===== src/rtl/wash_panel_ctrl.sv =====
// Washing-machine front panel: conditions raw buttons and the door switch, latches the
// program selection and sequences the door-lock / start / pause handshake to the sequencer.
module wash_panel_ctrl #(
  parameter int DEBOUNCE_CYCLES = 4,
  parameter int LOCK_CYCLES     = 3
) (
  input  logic clk,
  input  logic rst,
  input  logic btn_start,
  input  logic btn_double,
  input  logic btn_dry,
  input  logic btn_stop,
  input  logic door_closed,
  input  logic machine_done,
  output logic start,
  output logic double_wash,
  output logic dry_wash,
  output logic stop,
  output logic door_lock,
  output logic busy,
  output logic door_err
);

  localparam int NIN = 5;
  localparam int DCW = $clog2(DEBOUNCE_CYCLES + 1);
  localparam int LCW = $clog2(LOCK_CYCLES + 1);
  localparam logic [DCW-1:0] DB_LAST   = DCW'(DEBOUNCE_CYCLES - 1);
  localparam logic [LCW-1:0] LOCK_LOAD = LCW'(LOCK_CYCLES);

  typedef enum logic [2:0] {
    IDLE_SEL  = 3'd0,
    LOCKING   = 3'd1,
    RUN       = 3'd2,
    PAUSED    = 3'd3,
    UNLOCKING = 3'd4
  } state_t;

  // Bit order: 0 start, 1 double, 2 dry, 3 stop, 4 door
  logic [NIN-1:0] raw_s;
  logic [NIN-1:0] sync1_r;
  logic [NIN-1:0] sync2_r;
  logic [NIN-1:0] deb_r;
  logic [3:0]     deb_d_r;
  logic [3:0]     press_r;
  logic [DCW-1:0] db_cnt_r [NIN];

  state_t         state_r;
  logic [LCW-1:0] lock_cnt_r;
  logic           start_r;
  logic           double_r;
  logic           dry_r;
  logic           stop_r;
  logic           lock_r;
  logic           busy_r;
  logic           err_r;

  logic press_start_s;
  logic press_double_s;
  logic press_dry_s;
  logic press_stop_s;
  logic door_ok_s;

  assign raw_s          = {door_closed, btn_stop, btn_dry, btn_double, btn_start};
  assign press_start_s  = press_r[0];
  assign press_double_s = press_r[1];
  assign press_dry_s    = press_r[2];
  assign press_stop_s   = press_r[3];
  assign door_ok_s      = deb_r[4];

  // Synchronise, debounce and edge-detect every raw input
  always_ff @(posedge clk or posedge rst) begin
    if (rst) begin
      sync1_r <= {NIN{1'b0}};
      sync2_r <= {NIN{1'b0}};
      deb_r   <= {NIN{1'b0}};
      deb_d_r <= 4'b0000;
      press_r <= 4'b0000;
      for (int i = 0; i < NIN; i++) begin
        db_cnt_r[i] <= {DCW{1'b0}};
      end
    end else begin
      sync1_r <= raw_s;
      sync2_r <= sync1_r;
      deb_d_r <= deb_r[3:0];
      press_r <= deb_r[3:0] & ~deb_d_r;
      for (int i = 0; i < NIN; i++) begin
        if (sync2_r[i] == deb_r[i]) begin
          db_cnt_r[i] <= {DCW{1'b0}};
        end else if (db_cnt_r[i] == DB_LAST) begin
          deb_r[i]    <= sync2_r[i];
          db_cnt_r[i] <= {DCW{1'b0}};
        end else begin
          db_cnt_r[i] <= db_cnt_r[i] + DCW'(1);
        end
      end
    end
  end

  // Panel state machine; every output is a register written here
  always_ff @(posedge clk or posedge rst) begin
    if (rst) begin
      state_r    <= IDLE_SEL;
      lock_cnt_r <= {LCW{1'b0}};
      start_r    <= 1'b0;
      double_r   <= 1'b0;
      dry_r      <= 1'b0;
      stop_r     <= 1'b0;
      lock_r     <= 1'b0;
      busy_r     <= 1'b0;
      err_r      <= 1'b0;
    end else begin
      start_r <= 1'b0;
      err_r   <= 1'b0;
      case (state_r)
        IDLE_SEL: begin
          if (press_double_s) double_r <= ~double_r;
          if (press_dry_s)    dry_r    <= ~dry_r;
          if (press_start_s) begin
            if (door_ok_s) begin
              state_r    <= LOCKING;
              lock_r     <= 1'b1;
              busy_r     <= 1'b1;
              lock_cnt_r <= LOCK_LOAD;
            end else begin
              err_r <= 1'b1;
            end
          end
        end
        LOCKING: begin
          if (!door_ok_s) begin
            state_r <= IDLE_SEL;
            lock_r  <= 1'b0;
            busy_r  <= 1'b0;
            err_r   <= 1'b1;
          end else if (lock_cnt_r == {LCW{1'b0}}) begin
            state_r <= RUN;
            start_r <= 1'b1;
          end else begin
            lock_cnt_r <= lock_cnt_r - LCW'(1);
          end
        end
        RUN: begin
          if (machine_done) begin
            state_r    <= UNLOCKING;
            lock_cnt_r <= LOCK_LOAD;
          end else if (!door_ok_s) begin
            state_r <= PAUSED;
            stop_r  <= 1'b1;
            err_r   <= 1'b1;
          end else if (press_stop_s) begin
            state_r <= PAUSED;
            stop_r  <= 1'b1;
          end
        end
        PAUSED: begin
          if (machine_done) begin
            state_r    <= UNLOCKING;
            stop_r     <= 1'b0;
            lock_cnt_r <= LOCK_LOAD;
          end else if (press_start_s) begin
            if (door_ok_s) begin
              state_r <= RUN;
              stop_r  <= 1'b0;
            end else begin
              err_r <= 1'b1;
            end
          end
        end
        UNLOCKING: begin
          if (lock_cnt_r == {LCW{1'b0}}) begin
            state_r  <= IDLE_SEL;
            lock_r   <= 1'b0;
            busy_r   <= 1'b0;
            double_r <= 1'b0;
            dry_r    <= 1'b0;
          end else begin
            lock_cnt_r <= lock_cnt_r - LCW'(1);
          end
        end
        default: begin
          state_r <= IDLE_SEL;
          stop_r  <= 1'b0;
          lock_r  <= 1'b0;
          busy_r  <= 1'b0;
        end
      endcase
    end
  end

  assign start       = start_r;
  assign double_wash = double_r;
  assign dry_wash    = dry_r;
  assign stop        = stop_r;
  assign door_lock   = lock_r;
  assign busy        = busy_r;
  assign door_err    = err_r;

endmodule


===== config.mk =====
export PLATFORM = sky130hd
export DESIGN_NAME = wash_panel_ctrl
export DESIGN_NICKNAME = d
export VERILOG_FILES = /design/src/rtl/wash_panel_ctrl.sv
export SDC_FILE = /design/constraint.sdc
export NUM_CORES = 1
export LEC_CHECK = 0
export ABC_AREA = 1
export CORE_UTILIZATION = 57
export CTS_CLUSTER_SIZE = 28
export DETAILED_ROUTE_END_ITERATION = 8
export GPL_TIMING_DRIVEN = 0
export HOLD_SLACK_MARGIN = 0.12
export PLACE_DENSITY = 0.78
export SLEW_MARGIN = 20
export SYNTH_ARGS = -nofsm -noshare
export SYNTH_HDL_FRONTEND = slang
export SYNTH_SLANG_ARGS = --single-unit

===== constraint.sdc =====
create_clock -name clk -period 1.8 [get_ports clk]
set_input_delay 0.36 -clock clk [delete_from_list [all_inputs] [get_ports clk]]
set_output_delay 0.36 -clock clk [all_outputs]
set_load 0.05 [all_outputs]

Word level (Yosys, flattened, before mapping). Cells that the tools add are included.

Flip-flop bits (word level): 49. Logic and storage cells: 136. Output and inout bits: 7.

Reduce and logical (&&, ||, !) cells: 17. Mux-type cells: 52. Bitwise operators: 11. Add/sub/neg operators: 6. Equality and inequality tests: 28.

Operators by type and width (count): two-way mux 3 bit (21); == test 3 x 2 -> 1 bit (second input constant) (7); two-way mux 1 bit (19); inequality test 2 bit (second input constant) (8); adder 3 x 1 -> 3 bit (second input constant) (5); one-hot mux 3 bit (5 select lines) (1); AND reduction 5 bit (3); inequality test 3 bit (second input constant) (4); two-way mux 2 bit (5); AND reduction 2 bit (5); NOT 1 bit (9); one-hot mux 1 bit (4 select lines) (2); one-hot mux 2 bit (4 select lines) (1); AND reduction 7 bit (1); AND reduction 3 bit (2); == test 1 bit (5); bitwise AND 4 bit (1); inequality test 4 bit (second input constant) (1); NOT 4 bit (1); one-hot mux 1 bit (2 select lines) (2); nonzero test 4 bit (1); == test 3 x 1 -> 1 bit (second input constant) (1); == test 3 bit (second input constant) (1); logical NOT 3 bit (1); 7 further kinds (7).

Depth between registers and ports, before layout.
Word-level depth: 4. Gate-level depth with buffers: 9. Gate-level depth less buffers: 9.

Worst setup path after synthesis. OpenSTA, ideal clock, no wires.

Path kind: reg2out. From: register busy (netlist name). To: output door_lock. Setup slack: 0.536 ns. Data required time: 1.440 ns. Arrival: 0.904 ns. Stages on the path, launching flop included: 2. Path through: dfrtp_1 > buf_4.

RTL lines: end: declaration (line 19) `output logic door_lock,`.

==> reports/summary.txt <==
status -> complete, no violations
final worst slack -> 90.10 ps
vias in the first global route -> 1285
antenna cells -> 0
cell taking the most area after synthesis -> dfrtp_1
crit path time final -> 1710 ps
die width -> 61.52 µm
Setup Viol. Count Final -> 0
fillers -> 299
Vias per Instance -> 4.975
arrival time worst endpoint -> 1350 ps
layout cells sized above 1 -> 9.787%
Final Hold Vio Count -> 0
CP Data Required Time -> 1440 ps
Least-Margin Pin Slew -> 494.0 ps
Reg2Reg Depth -> 8
Design Area, Final -> 2313 µm²
I/O Pins -> 15
max cap viols -> 0
non-filler instance count after layout -> 281
CTS tree -> done
Syn-to-layout area delta -> 14.56%
DR WL/cell -> 11.45 µm
Setup Skew -> 7.866 ps
main flop type after synthesis -> dfrtp_1
die area -> 3785 µm²
Sink Count -> 49
Critical Path Start Type -> register
Final Total Pwr -> 4.029 mW
top-count cell post-synth -> dfrtp_1
later-pin clock latency in the skew report -> 360 ps
GP Congestion -> 0.9296
fin. max-slew vios -> 0
RSZ-0062 raised after global routing -> false
TritonRoute pass-1 iters -> 4
pin count of the biggest net entering global routing -> 28
dpl cells -> 273
Final nets -> 248
storage element area -> 1226 µm²
Initial Util -> 60.04%
r2r setup slk -> 370 ps
Leak -> 1.188 nW
Yosys cell types -> 20
pre-CTS setup slack -> 66.84 ps
synth warn -> 0
CP max FO -> 3
initial antenna violation count -> 0
Synth top area share -> 60.72%
Hold-fix buffers, CTS -> 0
Area contributors post-synth -> dfrtp_1, nand2_1, nor2_1, inv_1, ha_1
Pwr Density -> 1742 nW/µm²
area of the multi-input gates -> 663.1 µm²
Via Count -> 1398
area of the mapped netlist -> 2019 µm²
Routed WL -> 3.218 mm
final setup TNS -> 0 ps
Rows -> 21
syn_area_per_cell -> 9.526 µm²
Core ar. -> 3363 µm²
FMAX -> 584.8 MHz
Synth Register Bits -> 49
CP endpoint kind -> output port
Mapped Nets -> 226
Post-synth EDFFs -> 0
class of the worst hold path -> in2async
sequential share of the synthesized area -> 60.72%
post-DP HPWL -> 2.389 mm
IR drop worst, VDD -> 0.9177 mV
asr flop ratio synth -> 100.0%
Post-DP Area -> 2237 µm²
initial DRC count -> 40
Clock Path Buffers -> 2
first-pass GRT wire length -> 5.292 mm
cts bufs inserted -> 5
Final ANT Viol Nets -> 0
htree depth -> 2
gr usage total -> 20.11%
Slew HR -> 67.20%
grt ovf -> 0
setup bufs post-CTS -> 0
Synth top cells by count -> dfrtp_1, nand2_1, nor2_1
Worst-path clk slew -> 130 ps
Clock Tree Root -> clkbuf_4
DRC -> 0
buffers added on ports -> 14
Post-Synthesis Cells -> 212
crit path kind -> reg2out
Die Ht -> 61.52 µm
fin crit share -> 94.99%
## stage by stage
stage               utilization, %  hold slack [ps]
floorplan                        -            331.2
global placement             65.92            331.7
detailed placement           66.52            334.7
CTS                          68.79            324.7
global route                 68.79            343.4
finish                       68.79            324.3
## cell families (layout without fill, tap and decap cells)
group                    Yosys count  count (layout)  share of synthesized area (%)
AO/OA/AOI/OAI                     19              19                          4.771
adder cells (fa/ha/maj)            6               6                          3.717
XOR/XNOR                           5               5                          2.168
AND/OR/NAND/NOR                  101             101                          22.18
buffers and inverters             32              55                          6.443
flip-flops                        49              49                          60.72
## cells in the final DEF, fill, tap and decap left out
cell type	count
a21oi_1	5
a31oi_1	1
and2_4	1
buf_12	1
buf_4	2
bufinv_16	1
clkbuf_1	1
clkbuf_4	5
clkbuf_8	1
clkdlybuf4s50_1	7
dfrtp_1	49
dlygate4sd2_1	7
ha_1	6
inv_1	24
inv_2	5
inv_4	1
nand2_1	42
nand2_2	1
nand3_1	13
nand3_2	2
nand4_1	2
nor2_1	27
nor2_2	3
nor3_1	7
nor3b_1	3
o21ai_0	13
xnor2_1	5
## per-layer routing
layer	routed length, µm	vias to the layer above	share of wire (%)	GRT usage, %
met3	130	8	4.0	5.672
met2	1570	32	49	31.80
met4	76	0	2.4	10.79
met5	0	-	0	0
met1	1441	645	45	25.18
li1	-	713	-	-
## worst max-delay path: stages, from the launching register on
cell and delay (ps):
dfrtp_1 380, buf_4 100, dlygate4sd2_1 510
## sequential cells by signal (all words and copies together), names as in the netlist
register,flops
db_cnt_r,15
deb_r,5
sync1_r,5
sync2_r,5
deb_d_r,4
press_r,4
state_r,3
lock_cnt_r,2
busy,1
door_err,1
double_wash,1
dry_wash,1
start,1
stop,1
## power by group
part / internal [mW] / switching [mW] / total [mW]
registers: 1.45 / 0.206 / 1.66
clock network: 0.332 / 0.323 / 0.654
logic: 0.598 / 1.12 / 1.72
total: 2.38 / 1.65 / 4.03
## cell type report
type / instances / area share [%]
Multi-Input combinational cell: 131 / 28.66
Inverter: 30 / 4.976
Buffer: 2 / 0.6490
Clock inverter: 1 / 1.298
Sequential cell: 49 / 53.00
Timing Repair Buffer: 15 / 6.544
Clock buffer: 7 / 2.380
Tap cell: 46 / 2.488
## final timing paths
kind	to	startpoint
hold reg to reg	sync2_r[0]	sync1_r[0]
setup reg to reg	state_r[0]	lock_cnt_r[0]
min in group clk	sync2_r[0]	sync1_r[0]
hold / removal	deb_r[0]	rst
max in group asynchronous	sync1_r[3]	rst
setup / recovery	door_lock	busy
## timing repair
item,in CTS,in global routing
hold endpoints to repair,0,0
resized for setup,7,0
setup endpoints to repair,7,0
No activity file was read; power rests on OpenSTA's default activity.
